File: config.mk
export PLATFORM = sky130hd
export DESIGN_NAME = beta_irq_ctl
export DESIGN_NICKNAME = d
export VERILOG_FILES = /design/src/rtl/beta_irq_ctl.sv
export SDC_FILE = /design/constraint.sdc
export NUM_CORES = 1
export LEC_CHECK = 0
export BUFFER_PORTS_ARGS = -buffer_cell sky130_fd_sc_hd__clkbuf_2
export CAP_MARGIN = 20
export CORE_UTILIZATION = 40
export CTS_BUF_LIST = sky130_fd_sc_hd__clkbuf_4 sky130_fd_sc_hd__clkbuf_8
export CTS_CLUSTER_SIZE = 24
export DETAILED_ROUTE_END_ITERATION = 8
export PLACE_DENSITY = 0.58
export REMOVE_ABC_BUFFERS = 1
export SYNTH_ARGS = -nofsm -noshare
export SYNTH_HDL_FRONTEND = slang
export SYNTH_SLANG_ARGS = --single-unit
File: constraint.sdc
create_clock -name clk -period 3.4 [get_ports clk]
set_input_delay 0.68 -clock clk [delete_from_list [all_inputs] [get_ports clk]]
set_output_delay 0.68 -clock clk [all_outputs]
set_load 0.05 [all_outputs]
File: src/rtl/beta_irq_ctl.sv
// beta_irq_ctl: memory-mapped interrupt controller for the 2-stage Beta core.
//   clk    core clock
//   reset  asynchronous active-low reset
//   src    raw interrupt sources (asynchronous to clk)
//   sel    I/O decode hit for this block
//   addr   register word index (ma[4:2])
//   we     write strobe
//   wdata  write data
//   rdata  registered read data, valid the cycle after the access
//   irq    registered interrupt request (level)
//   xadr   registered handler address {vbase[30:7], id, 3'b000}
module beta_irq_ctl #(
    parameter int NSRC        = 8,
    parameter int SYNC_STAGES = 2
) (
    input  logic            clk,
    input  logic            reset,
    input  logic [NSRC-1:0] src,
    input  logic            sel,
    input  logic [2:0]      addr,
    input  logic            we,
    input  logic [31:0]     wdata,
    output logic [31:0]     rdata,
    output logic            irq,
    output logic [30:0]     xadr
);

    logic [NSRC-1:0] sync_q [SYNC_STAGES];
    logic [NSRC-1:0] s, s_d, rise, clr;
    logic [NSRC-1:0] pending, pending_nx, enable, edge_sel, act;
    logic [23:0]     vbase;
    logic [3:0]      id;
    logic [31:0]     rd_val;
    logic            wr, unused_wdata;

    assign s    = sync_q[SYNC_STAGES-1];
    assign rise = s & ~s_d;
    assign wr   = sel & we;
    assign clr  = (wr && addr == 3'd0) ? wdata[NSRC-1:0] : '0;
    assign act  = pending & enable;
    // Every wdata bit is folded here so partially used write data stays lint-clean.
    assign unused_wdata = ^wdata;

    // Edge sources: a rise in the same cycle as a W1C wins. Level sources track s.
    assign pending_nx = (edge_sel & (rise | (pending & ~clr))) | (~edge_sel & s);

    // Lowest set index wins: scan from the top so bit 0 is assigned last.
    always_comb begin
        id = 4'd0;
        for (int i = NSRC - 1; i >= 0; i--)
            if (act[i]) id = 4'(i);
    end

    assign rd_val = (addr == 3'd0) ? 32'(pending)  :
                    (addr == 3'd1) ? 32'(enable)   :
                    (addr == 3'd2) ? 32'(edge_sel) :
                    (addr == 3'd3) ? {|act, 27'd0, id} :
                    (addr == 3'd4) ? {1'b0, vbase, 7'd0} : 32'd0;

    always_ff @(posedge clk or negedge reset) begin
        if (!reset) begin
            for (int k = 0; k < SYNC_STAGES; k++) sync_q[k] <= '0;
            s_d      <= '0;
            pending  <= '0;
            enable   <= '0;
            edge_sel <= '0;
            vbase    <= '0;
            irq      <= 1'b0;
            xadr     <= '0;
            rdata    <= '0;
        end else begin
            sync_q[0] <= src;
            for (int k = 1; k < SYNC_STAGES; k++) sync_q[k] <= sync_q[k-1];
            s_d     <= s;
            pending <= pending_nx;
            if (wr && addr == 3'd1) enable   <= wdata[NSRC-1:0];
            if (wr && addr == 3'd2) edge_sel <= wdata[NSRC-1:0];
            if (wr && addr == 3'd4) vbase    <= wdata[30:7];
            irq <= |act;
            // xadr keeps the last vector while nothing is active.
            if (|act) xadr <= {vbase, id, 3'b000};
            rdata <= (sel && !we) ? rd_val : 32'd0;
        end
    end

endmodule

==> metrics.cfg <==
[placed_design]
placed_area_um2 = 5690
gp_congestion = 0.758
dp_hpwl_mm = 6.63
placement.io_buffers = 105

[route]
wirelength_mm = 10.3
drtPass1Iterations = 5
drc = 0
wl_per_cell_um = 16.1
drtAntennaViolNets = 0
routed_via_density = 4.84
vias = 3083
drtIter0Drc = 137

[logic_synthesis]
ys_async_sr_fraction_pct = 100
ys.flop_type = dfrtp_1
ys_seq_area_share_pct = 66.3
yosys_register_bits = 132
synth_area_leaders = dfrtp_1 66%, mux2_2 9.7%, mux2_4 5.1%
yosysMostFrequentCell = dfrtp_1
synth.largest_area_cell = dfrtp_1
synth.top_cell.area_share_pct = 66.3
avgSynthCellArea_um2 = 14.7
ys_types = 43
yosysWarnings = 0
postSynthCellCount = 339
synth_top_cells_by_count = 132 x dfrtp_1, 43 x mux2_2, 24 x and2_1
synth_edf_count = 0
netlist_area_um2 = 4980

[final_layout]
final_area_um2 = 6150
ff_latch_area_um2 = 3300
syn_to_final_growth_pct = 23.3
antenna_cells = 0
nNetsFinal = 503
multi_input_area_um2 = 1580
layout-drive-gt1-share_pct = 45.6
fillers = 1042

[timing]
finalCriticalPeriod_ns = 2.05
setup-tns-final_ns = 0
rsz0062_at_grt = false
final_hold_viol_count = 0
tightest_slew_ns = 0.795
slew_viol_final = 0
finalSetupViolCount = 0
clock.fmax_ghz = 0.488
slew_headroom_pct = 46.8
clock_skew_ns = 0.00836
post-route-period-util_pct = 60.3

[job]
drv_cap = 0

[critical_path]
critPathBufInv = 0
max_stage_delay_ns = 0.56
r2r-end = xadr[17]
cp.arrival_ns = 2.39
cp_max_fo = 27
r2r_cells = 3
cp.depth = 3
cp_slowest_cell = nand3_4
regToRegStartpoint = pending[7]
required_ns = 3.74
crit_family = simple AND/OR/NAND/NOR gates
crit_start = pending[7]
worst_setup_path_start_kind = register
endpoint = xadr[17]
path_cells = a22oi_1 > nand3_4 > mux2_4
cp-end-kind = register
rrSetupSlack_ns = 1.35
worst-setup-path-type = reg2reg

[power]
peakVddDrop_mv = 0.467
p_leak_nw = 3.02
power_density_nw_per_um2 = 802

[global_route]
grt_pass1_vias = 3180
antenna_found_initial = 0
gr-total-overflow = 0
grt_use_total_pct = 17.7
grt_start_max_net_pins = 74
grt_pass1_wl_mm = 16.7

[clocking]
cts_hold_buffers = 0
cts_buffers = 17
cts.path.max_buffers = 2
cts_resized = 0
post_cts_buffers = 0
clockRootBuffer = clkbuf_8
cts_tree = done
htree_levels = 4
clock_latency_ns = 0.46
cts.sinks = 132
clk_transition_reported_paths_ns = 0.08

[status]
run_status = finished, final reports clean

[floorplanning]
pin_count = 111
die_h_um = 114
die_w_um = 114
core-area_um2 = 12100
rows = 40
start_util_pct = 41.3
die-area_um2 = 12900

[min_path]
min_path_type = in2async

cells by family after synthesis:
logic type             Yosys count  synth area share [%]
buffers and inverters           20                  2.31
other                            1                0.0752
AOI/OAI and AO/OA               41                  5.95
muxes                           66                  16.1
and+or+nand+nor                 79                  9.29
DFF                            132                  66.3
per-layer routing:
metal	global-route usage [%]	part of all wire, %	vias to the layer above
li1	-	-	1423
met1	21.7	44	1546
met2	26.5	46	93
met3	7.76	7.8	21
met4	9.04	2.0	0
met5	0	0	-
power by group:
group	internal, mW	total, mW	switching, mW
Combinational	0.464	1.35	0.887
Clock	0.887	1.50	0.612
Sequential	1.87	2.08	0.211
state kept, by name, summed over array words and instances (netlist names):
register / cells
sync_q: 8
edge_sel: 8
s: 8
xadr: 27
irq: 1
enable: 8
vbase: 24
s_d: 8
rdata: 32
pending: 8
final cells by class:
| cell class | instances | area share [%] |
|---|---|---|
| Clock inverter | 14 | 3.40 |
| Clock buffer | 18 | 4.03 |
| Inverter | 5 | 0.305 |
| Multi-Input combinational cell | 190 | 25.7 |
| Tap cell | 168 | 3.42 |
| Sequential cell | 132 | 53.7 |
| Timing Repair Buffer | 110 | 9.46 |
worst min-delay path by stage:
stage / start / to / slack [ns] / cells past startpoint
after floorplan: sync_q[8] / s[0] / 0.33 / 0
after global placement: sync_q[13] / s[5] / 0.33 / 0
after detailed placement: sync_q[9] / s[1] / 0.33 / 0
after CTS: reset / sync_q[12] / 0.24 / 1
after global routing: reset / s_d[6] / 0.27 / 1
final: reset / rdata[4] / 0.23 / 1
cells in the final DEF, fill, tap and decap left out, types with 2 or more instances in the layout:
cell type  Yosys  routed
a32o_1         9       9
clkinv_2       0       5
a211o_1        2       2
a22oi_2        2       2
mux2i_1        3       3
nand2_1       23      23
a22o_1         2       2
mux2_4        17      17
nand2b_1       2       2
a21oi_1        9       9
and2_1        24      24
nor2_1         6       6
mux2_1         3       3
dfrtp_1      132     132
clkbuf_8       0      18
nor3_2         2       2
conb_1         1       4
nor2b_1        2       2
clkinv_4       0       3
inv_1          3       3
buf_4          6       4
mux2_2        43      43
a22oi_1        2       2
nor3_1         5       5
bufinv_16      0       5
nor4_1         5       5
clkbuf_2       0     104
o21ai_0       10      10
inv_2          2       2
stage by stage:
step	std cells	utilization (%)	setup WS, ns	hold WS, ns	total power [mW]
finish	637	51.0	1.35	0.230	4.93
global route	637	51.0	1.17	0.274	5.16
CTS	637	51.0	1.31	0.241	4.99
detailed placement	605	47.2	1.03	0.335	3.47
global placement	605	47.2	1.06	0.333	3.44
floorplan	327	-	1.32	0.331	3.09
Power figures use the tool's default switching activity.
